==> config.mk <==
export PLATFORM = sky130hd
export DESIGN_NAME = projectile_unit
export DESIGN_NICKNAME = d
export VERILOG_FILES = /design/src/rtl/projectile_unit.sv
export SDC_FILE = /design/constraint.sdc
export NUM_CORES = 1
export LEC_CHECK = 0
export ABC_AREA = 1
export CAP_MARGIN = 30
export CORE_MARGIN = 1.5
export CORE_UTILIZATION = 35
export DETAILED_ROUTE_END_ITERATION = 8
export GPL_TIMING_DRIVEN = 0
export HOLD_SLACK_MARGIN = 0.06
export PLACE_DENSITY = 0.63
export SKIP_LAST_GASP = 1
export SLEW_MARGIN = 30
export SYNTH_ARGS = -nofsm -noshare
export SYNTH_HDL_FRONTEND = slang
export SYNTH_SLANG_ARGS = --single-unit
==> constraint.sdc <==
create_clock -name Clk -period 3.2 [get_ports Clk]
set_input_delay 0.64 -clock Clk [delete_from_list [all_inputs] [get_ports Clk]]
set_output_delay 0.64 -clock Clk [all_outputs]
set_load 0.05 [all_outputs]
==> src/rtl/projectile_unit.sv <==
// projectile_unit
//   One projectile slot. A one-cycle fire strobe latches a launch point and a
//   direction; the projectile then steps STEP pixels per frame tick until it
//   would cross the edge clearance band or a hit is reported, then frees the
//   slot again.
//
// Ports
//   Clk, Reset         system clock, synchronous active-high reset
//   frame_clk          frame signal, rising edge gives one move opportunity
//   fire, direction    launch strobe and one-hot direction (up/down/right/left)
//   origin_x/origin_y  launch point
//   hit                collision report, retires the projectile
//   done               slot idle, may be fired
//   active             projectile visible and moving
//   ball_x/ball_y      current projectile position
module projectile_unit #(
    parameter int STEP  = 4,
    parameter int SIZE  = 4,
    parameter int X_MAX = 639,
    parameter int Y_MAX = 479
) (
    input  logic       Clk,
    input  logic       Reset,
    input  logic       frame_clk,
    input  logic       fire,
    input  logic [3:0] direction,
    input  logic [9:0] origin_x,
    input  logic [9:0] origin_y,
    input  logic       hit,
    output logic       done,
    output logic       active,
    output logic [9:0] ball_x,
    output logic [9:0] ball_y
);

    typedef enum logic [1:0] {S_IDLE, S_FLY, S_RETIRE} state_t;

    localparam logic [3:0] DIR_UP    = 4'b0001;
    localparam logic [3:0] DIR_DOWN  = 4'b0010;
    localparam logic [3:0] DIR_RIGHT = 4'b0100;
    localparam logic [3:0] DIR_LEFT  = 4'b1000;

    localparam logic [10:0] STEP11  = 11'(STEP);
    localparam logic [10:0] LIM_LO  = 11'(SIZE + STEP);
    localparam logic [10:0] LIM_XHI = 11'(X_MAX - SIZE);
    localparam logic [10:0] LIM_YHI = 11'(Y_MAX - SIZE);

    state_t     state, state_nxt;
    logic       fc_q;
    logic       tick;
    logic [3:0] dir_q;
    logic [3:0] dir_new;
    logic       launch;
    logic       edge_exit;
    logic [9:0] nx, ny;
    logic [10:0] x_ext, y_ext;

    // fc_q resets high so a frame_clk already high at release is not a tick
    always_ff @(posedge Clk) begin
        if (Reset) fc_q <= 1'b1;
        else       fc_q <= frame_clk;
    end

    assign tick   = frame_clk & ~fc_q;
    assign launch = fire & (|direction);

    // Multi-bit direction collapses to one-hot: right > left > down > up
    always_comb begin
        dir_new = DIR_UP;
        if      (direction[2]) dir_new = DIR_RIGHT;
        else if (direction[3]) dir_new = DIR_LEFT;
        else if (direction[1]) dir_new = DIR_DOWN;
    end

    // Move evaluation in 11 bits so left/up never wrap below zero
    assign x_ext = {1'b0, ball_x};
    assign y_ext = {1'b0, ball_y};

    always_comb begin
        edge_exit = 1'b0;
        nx        = ball_x;
        ny        = ball_y;
        case (dir_q)
            DIR_RIGHT: begin
                edge_exit = (x_ext + STEP11) > LIM_XHI;
                nx        = ball_x + 10'(STEP);
            end
            DIR_LEFT: begin
                edge_exit = x_ext < LIM_LO;
                nx        = ball_x - 10'(STEP);
            end
            DIR_DOWN: begin
                edge_exit = (y_ext + STEP11) > LIM_YHI;
                ny        = ball_y + 10'(STEP);
            end
            default: begin
                edge_exit = y_ext < LIM_LO;
                ny        = ball_y - 10'(STEP);
            end
        endcase
    end

    // State register
    always_ff @(posedge Clk) begin
        if (Reset) state <= S_IDLE;
        else       state <= state_nxt;
    end

    // Next state; hit outranks tick in flight
    always_comb begin
        state_nxt = state;
        case (state)
            S_IDLE:   if (launch) state_nxt = S_FLY;
            S_FLY: begin
                if (hit)                    state_nxt = S_RETIRE;
                else if (tick && edge_exit) state_nxt = S_RETIRE;
            end
            S_RETIRE: state_nxt = S_IDLE;
            default:  state_nxt = S_IDLE;
        endcase
    end

    // Outputs decoded from the state register
    always_comb begin
        done   = (state == S_IDLE);
        active = (state == S_FLY);
    end

    // Position / direction datapath
    always_ff @(posedge Clk) begin
        if (Reset) begin
            ball_x <= '0;
            ball_y <= '0;
            dir_q  <= DIR_UP;
        end else begin
            case (state)
                S_IDLE: begin
                    if (launch) begin
                        ball_x <= origin_x;
                        ball_y <= origin_y;
                        dir_q  <= dir_new;
                    end
                end
                S_FLY: begin
                    if (!hit && tick && !edge_exit) begin
                        ball_x <= nx;
                        ball_y <= ny;
                    end
                end
                default: ;
            endcase
        end
    end

endmodule
## Word level (Yosys, flattened, before mapping)

Cells that the tools add are included.

| word-level totals | value |
|---|---|
| register bits after elaboration | 27 |
| input bits | 29 |
| logic and storage cells | 56 |

| operators by class | value |
|---|---|
| $add $sub $neg | 6 |
| order comparisons | 4 |
| equality and inequality tests | 9 |
| mux-type cells | 16 |
| bitwise gates (word level) | 3 |
| reductions and logical operators | 13 |

Operators with widths:

| cell | count |
|---|---|
| 10-bit one-hot mux with 2 select lines | 4 |
| 10-bit 2-to-1 mux | 4 |
| 10-bit by 3-bit adder with 11-bit output (second input constant) | 2 |
| 10-bit by 3-bit adder with 10-bit output (second input constant) | 2 |
| 10-bit by 4-bit less-than comparator with 1-bit output (second input constant) | 2 |
| 10-bit by 3-bit subtractor with 10-bit output (second input constant) | 2 |
| 11-bit by 10-bit > comparator with 1-bit output (second input constant) | 1 |
| 11-bit by 9-bit > comparator with 1-bit output (second input constant) | 1 |
| 2-bit 2-to-1 mux | 4 |
| 4-bit 2-to-1 mux | 2 |
| 4-bit AND reduction | 2 |
| 4-bit by 2-bit equality test with 1-bit output (second input constant) | 1 |
| 4-bit by 3-bit equality test with 1-bit output (second input constant) | 1 |
| 4-bit equality test (second input constant) | 1 |
| 2-bit by 1-bit inequality test with 1-bit output (second input constant) | 2 |
| 2-bit one-hot mux with 2 select lines | 1 |
| 2-bit AND reduction | 2 |
| 4-bit OR reduction | 1 |
| 1-bit logical AND | 3 |
| 3-bit by 1-bit inequality test with 1-bit output (second input constant) | 1 |
| 3-bit by 2-bit inequality test with 1-bit output (second input constant) | 1 |
| 1-bit one-hot mux with 3 select lines | 1 |
| 1-bit AND | 2 |
| 2-bit by 1-bit equality test with 1-bit output (second input constant) | 1 |
| 6 further kinds | 7 |

## Logic depth before layout (Yosys ltp)

Gate-level depths: netlist (run 1).

| logic depth | value |
|---|---|
| depth after elaboration | 7 |
| gate-level depth with buffers | 16 |

## Worst setup path before layout (run 1)

No wires, ideal clock.

| timing | value |
|---|---|
| path kind | register to register |
| start | register ball_x[3] |
| end | register ball_x[8] |
| library setup time | 0.113 ns |
| data arrival time | 2.257 ns |
| data required time | 3.087 ns |
| path slack | 0.830 ns |
| stages on the path, launching flop included | 17 |
| period minus slack after synthesis | 2.370 ns |
| cells stage by stage | dfxtp_1 inv_1 ha_1 nor2_1 nand2_1 nor2_1 nand3_1 nand2_1 nand2_1 nand2_1 a21oi_2 nand4_2 nand2_4 buf_12 nand2_1 nand2_1 nor2_2 |

| between the ends | value |
|---|---|
| word-level cells in the longest chain between the ends | 7 |
| elaborated cells on any way between the ends | 13 |
| those cells by class | add/sub: 3; order compare: 2; eq/ne: 1; mux: 4; reduce/logical: 3 |

Ends and longest elaborated chain:

| item | line | RTL |
|---|---|---|
| from (decl) | 32 | `output logic [9:0] ball_x,` |
| from (signal assigned) | 139 | `ball_x <= origin_x;` |
| from (signal assigned) | 146 | `ball_x <= nx;` |
| 10-bit by 3-bit adder with 11-bit output | 85 | `edge_exit = (x_ext + STEP11) > LIM_XHI;` |
| 11-bit by 10-bit > comparator with 1-bit output | 85 |  |
| 1-bit one-hot mux with 3 select lines | 83 | `case (dir_q)` |
| 1-bit logical NOT | 145 | `if (!hit && tick && !edge_exit) begin` |
| 1-bit logical AND | 145 |  |
| 2-bit by 1-bit inequality test with 1-bit output (no line) | - |  |
| 4-bit AND reduction (no line) | - |  |

Parallel ways exist; a longest one is shown, timed or not. The select of a mux whose other input is x is not followed.
A chain may end at the register's enable or synchronous reset.

## Worst setup path after layout (run 1)

| timing | value |
|---|---|
| start | register state[0] |
| end | output active |

| between the ends | value |
|---|---|
| word-level cells in the longest chain between the ends | 1 |

Ends and longest elaborated chain:

| item | line | RTL |
|---|---|---|
| from (decl) | 48 | `state_t state, state_nxt;` |
| from (signal assigned) | 106 | `else state <= state_nxt;` |
| 2-bit by 1-bit equality test with 1-bit output | 126 | `active = (state == S_FLY);` |
| to (decl) | 31 | `output logic active,` |

No other way between the ends.

==> flow_summary.toml, run 1 <==
[worst_setup_path]
r2r-end = "ball_y[7]$_SDFFE_PP0P_"
cp_slowest_cell = "dlymetal6s2s_1"
worstSetupPathDepth = 4
r2r_slack_ns = 0.52
endpoint_kind = "output port"
cp.arrival_ns = 2.08
worstPathMaxFanout = 10
path_cells = "inv_1 -> nor2_2 -> clkbuf_1 -> dlymetal6s2s_1"
rr_startpoint = "dir_q[2]$_SDFFE_PP0P_"
cpPeakStageDelay_ns = 0.49
path_buf_inv = 3
startpoint_type = "register"
r2r_cells = 14
path_class = "register to output port"
cp.required_ns = 2.56
critPathTopFamily = "buffers and inverters"

[global_route]
grt_use_total_pct = 17.4
grt_pass1_wl_mm = 10.1
grt_overflow = 0
grt_pass1_vias = 2278
antenna_found_initial = 0
grt_max_degree = 18

[finish]
areaGrowthSynthToFinish_pct = 28.8
drive_gt1_share_pct = 6.57
final_common_cell = "nand2_1"
nNetsFinal = 459
fillerInstances = 656
fin_cells = 488
diodes = 0
final_cell_mix = "97 x nand2_1, 49 x clkdlybuf4s50_1, 48 x nor2_1"

[clock_tree]
cts_max_level = 1
root_buffer = "clkbuf_8"
numCtsBuffers = 3
clkLatencyLatePin_ns = 0.28
cts.reportedPaths.clkPinSlew_ns = 0.11
clockBufferDepth = 2
cts_tree = "done"
cts_setup_buffers = 0
cts.sinks = 27

[logic_synthesis]
netlist.area_leader.share_pct = 24.0
synth_cell_types = 32
yosys_warnings = 0
ys.flop_type = "dfxtp_1"
synth_fp_nets = 404
synth-seq-cells = 27
netlist_area_sq_um = 2250
syn-instance-count = 357
synth_edf_count = 0
async_flop_share_pct = 0
ys_seq_area_share_pct = 24.0
synth_top_cell_by_area = "dfxtp_1"
syn_avg_cell_area_sq_um = 6.31
synthTopCellsByArea = "dfxtp_1 24%, nand2_1 16%, ha_1 8.9%"

[sta]
hold_ws_ns = 0.495
max_slew_margin_pct = 60.3
rsz0062_at_grt = "false"
slew_violations = 0
finalHoldViolations = 0
min_period_ns = 2.72
tns_ns = 0
fin_crit_sh_pct = 85.0
skew_ns = 0.00402
fmax_mhz = 368
setup_violations = 0
tightest_slew_ns = 0.593

[placement]
gp_congestion = 0.833
place_hpwl_mm = 4.53
dp.cells = 484
port_buffers = 50

[min_path]
hp-class = "register to register"
hold_path_startpoint = "dir_q[1]$_SDFFE_PP0P_"
whs_path_depth = 2
holdPathEnd = "dir_q[1]$_SDFFE_PP0P_"

[run_status]
status = "complete, no violations"

[floorplanning]
die_x_um = 83.2
initial_utilization_pct = 35.9
io_pins = 51
die_height_um = 83.2
num_rows = 29
die-area_sq_um = 6930
core_sq_um = 6280

[route]
drt-total-wl_mm = 5.92
detail_route.first_pass.iterations = 4
drt_iter0_markers = 113
wl_met3_um = 149
antenna_left = 0
vias = 2358
drc = 0
dr_wl_met2_mm = 2.83
wl_per_cell_um = 12.1
drt-met1-wl_mm = 2.91
viasPerCell = 4.83
highest_layer = "met4"

[pwr]
p_leak_nw = 1.41
peakVddDrop_v = 0.000189
power_per_cell_area_nw_per_um2 = 398

[run]
maxCapViolCount = 0
## synth_stat cells (2+ instances only)
cell	count
a211oi_1	2
a21oi_1	18
a31oi_1	3
clkbuf_1	6
dfxtp_1	27
fa_1	2
ha_1	16
inv_1	43
mux2i_1	4
nand2_1	97
nand3_1	24
nand4_1	7
nand4_2	2
nor2_1	48
nor2_2	12
nor3_1	3
o21ai_0	21
or2_2	2
xor2_1	7
## final cells by class
| cell class | instances | area (sq um) | area share [%] |
|---|---|---|---|
| clock buffer | 3 | 41.3 | 1.42 |
| multi-input combinational | 279 | 1510 | 51.9 |
| timing repair buffer | 50 | 503 | 17.3 |
| clock inverter | 1 | 8.76 | 0.302 |
| sequential | 27 | 541 | 18.6 |
| inverter | 44 | 165 | 5.69 |
| tap | 77 | 96.3 | 3.32 |
| buffer | 7 | 42.5 | 1.47 |
## logic make-up after synthesis
| group | count (synthesis) | share of synthesized area, % |
|---|---|---|
| AO/OA/AOI/OAI | 49 | 11.9 |
| XOR/XNOR | 8 | 3.11 |
| adder cells (fa/ha/maj) | 18 | 10.7 |
| buffers and inverters | 51 | 9.22 |
| flip-flops | 27 | 24.0 |
| multiplexers | 4 | 1.78 |
| AND/OR/NAND/NOR | 200 | 39.3 |
## worst min-delay path, stage by stage (launching register included)
cell and delay, ns:
dfxtp_1 0.33, inv_1 0.07, a211oi_1 0.06
## stage by stage
| stage | setup slack (ns) | total power, W | instance area [sq um] | utilization, % |
|---|---|---|---|---|
| after CTS | 0.0492 | 0.00117 | 2900 | 46.2 |
| after detailed placement | 0.380 | 0.000946 | 2850 | 45.4 |
| after global routing | 0.269 | 0.00124 | 2900 | 46.2 |
| after floorplan | 0.830 | 0.000783 | 2250 | - |
| after global placement | 0.363 | 0.000940 | 2850 | 45.4 |
| final | 0.481 | 0.00116 | 2900 | 46.2 |
## worst max-delay path by stage
| stage | start | end | slack, ns |
|---|---|---|---|
| floorplan | ball_x[3]$_SDFFE_PP0P_ | ball_x[8]$_SDFFE_PP0P_ | 0.83 |
| global placement | state[0]$_SDFFE_PP0P_ | active | 0.36 |
| detailed placement | state[0]$_SDFFE_PP0P_ | active | 0.38 |
| CTS | state[0]$_SDFFE_PP0P_ | active | 0.05 |
| global route | dir_q[2]$_SDFFE_PP0P_ | ball_y[7]$_SDFFE_PP0P_ | 0.27 |
| finish | state[0]$_SDFFE_PP0P_ | active | 0.48 |
## what timing repair did
action                                  4_1_cts  5_1_grt
endpoints found under the setup margin        0        1
gates resized for setup                       0        1
hold buffers                                  0        0
## state kept, by name, indices dropped and copies added (netlist names)
name and count:
state 2, dir_q 4, fc_q 1, ball_y 10, ball_x 10
## routing by layer
layer,global-route usage (%),vias up
met5,0,-
met4,2.88,0
met3,1.69,2
met2,32.0,40
met1,22.3,1054
li1,-,1262
## where the power goes
group,switching (W),internal (W)
Sequential,0.0000523,0.000370
Combinational,0.000318,0.000199
Clock,0.000125,0.0000917
Total,0.000495,0.000660
Power figures use the tool's default switching activity.
==> run 2, diff against run 1 <==
==> constraint.sdc (replaced) <==
create_clock -name Clk -period 2.7 [get_ports Clk]
set_input_delay 0.54 -clock Clk [delete_from_list [all_inputs] [get_ports Clk]]
set_output_delay 0.54 -clock Clk [all_outputs]
set_load 0.05 [all_outputs]
==> run 2 against run 1 <==
  * Sequential share of layout area is 0.34 points lower
  * Register-to-register slack got worse by 0.16 ns
  * Clock-buffer cell count is the same
  * Critical path depth did not move
  * Critical path type unchanged
  * Utilization up 0.86 points
  * Critical endpoint unchanged
  * Largest power group unchanged
  * Hold slack about the same
  * Via count grew 0.89%
  * Design area up 1.9%
  * Largest cell class unchanged
==> flow_summary.toml, run 2 (synthesized netlist as in run 1, its figures left out) <==
[route]
antenna_left = 0
detail_route.first_pass.iterations = 4
vias = 2379
wl_per_cell_um = 12.1
drt-total-wl_mm = 6.01
viasPerCell = 4.81
drc = 0
drt_iter0_markers = 109

[floorplanning]
num_rows = 29
die_x_um = 83.2
core_sq_um = 6280
die-area_sq_um = 6930
io_pins = 51
initial_utilization_pct = 35.9
die_height_um = 83.2

[finish]
multi_input_area_sq_um = 1510
regArea_sq_um = 541
diodes = 0
drive_gt1_share_pct = 8.13
fillerInstances = 655
final_cell_mix = "97 x nand2_1, 49 x clkdlybuf4s50_1, 48 x nor2_1"
largest_registers = "ball_x x10, ball_y x10, dir_q x4"
final_common_cell = "nand2_1"
nNetsFinal = 466
areaGrowthSynthToFinish_pct = 31.2

[global_route]
grt_pass1_wl_mm = 10.1
grt_pass1_vias = 2278
grt_overflow = 0
grt_max_degree = 18
grt_use_total_pct = 17.4
antenna_found_initial = 0

[placement]
port_buffers = 50
gp_congestion = 0.833
place_ws_ns = -0.0203
place_hpwl_mm = 4.53

[clock_tree]
root_buffer = "clkbuf_8"
cts_tree = "done"
clkLatencyLatePin_ns = 0.28
cts.reportedPaths.clkPinSlew_ns = 0.11
hold_buffers = 0
clockBufferDepth = 2
cts_max_level = 1
numCtsBuffers = 3
cts.sinks = 27

[pwr]
finalPower_w = 0.00137
peakVddDrop_v = 0.000228
p_leak_nw = 1.43
power_per_cell_area_nw_per_um2 = 464

[sta]
fmax_mhz = 396
fin_ws_ns = 0.177
setup_violations = 0
finalHoldViolations = 0
skew_ns = 0.00662
fin_crit_sh_pct = 93.4
slew_violations = 0
rsz0062_at_grt = "false"
max_slew_margin_pct = 60.2
tightest_slew_ns = 0.597
min_period_ns = 2.52

[min_path]
hp-class = "register to register"

[worst_setup_path]
path_class = "register to output port"
worstPathMaxFanout = 10
startpoint_type = "register"
cp.required_ns = 2.16
endpoint_kind = "output port"
cp.arrival_ns = 1.98

[run_status]
status = "complete, no violations"

[run]
maxCapViolCount = 0
## run 2: cell count changes in the layout (fill, tap and decap cells not counted)
| cell | previous run | this run |
|---|---|---|
| nor2_4 | 0 | 1 |
| nor2_2 | 12 | 11 |
| dlygate4sd2_1 | 0 | 1 |
| dlymetal6s2s_1 | 1 | 0 |
| buf_4 | 0 | 7 |
## run 2: worst max-delay path, stage by stage, from the launching register on
cell and delay (ns):
dfxtp_1 0.34, inv_1 0.06, nor2_4 0.27, clkbuf_1 0.43, dlygate4sd2_1 0.59
## run 2: cell type report
class,count,area share (%)
Sequential cell,27,18.3
Buffer,7,1.44
Multi-Input combinational cell,279,51.1
Clock buffer,3,1.40
Tap cell,77,3.26
Inverter,44,5.59
Timing Repair Buffer,57,18.7
Clock inverter,1,0.296
## run 2: path summary, 6_finish.rpt
check	from	to	slack [ns]	depth (start not counted)
worst min-delay path	dir_q[1]$_SDFFE_PP0P_	dir_q[1]$_SDFFE_PP0P_	0.50	2
worst max-delay path	state[0]$_SDFFE_PP0P_	active	0.18	4
worst min register to register	dir_q[1]$_SDFFE_PP0P_	dir_q[1]$_SDFFE_PP0P_	0.50	2
worst max register to register	dir_q[1]$_SDFFE_PP0P_	ball_x[8]$_SDFFE_PP0P_	0.36	16
## run 2: repair_timing
action,4_1_cts,5_1_grt
setup endpoints to repair,1,3
resized for setup,2,0
buffers inserted,0,7
pin swaps,0,2
hold endpoints to repair,0,0
## run 2: per-stage QoR
| step | cell area, sq um | cells | hold slack (ns) | TNS (ns) | util, % |
|---|---|---|---|---|---|
| after global placement | 2850 | 484 | 0.461 | -0.0368 | 45.4 |
| after global routing | 2960 | 495 | 0.522 | 0 | 47.1 |
| after floorplan | 2250 | 357 | 0.446 | 0 | - |
| after detailed placement | 2850 | 484 | 0.474 | -0.0203 | 45.4 |
| after CTS | 2900 | 488 | 0.497 | 0 | 46.3 |
| final | 2960 | 495 | 0.495 | 0 | 47.1 |
## run 2: power breakdown
group | switching, W | internal (W)
sequential | 0.0000619 | 0.000438
combinational | 0.000377 | 0.000238
clock | 0.000149 | 0.000109
## run 2: routing by layer
metal  vias to the layer above  GRT usage [%]  routed length (um)
met5                         -              0                   0
met4                         0           2.88                  25
met3                         2           1.69                 225
met2                        46           32.0                2900
met1                      1053           22.3                2860
li1                       1278              -                   -
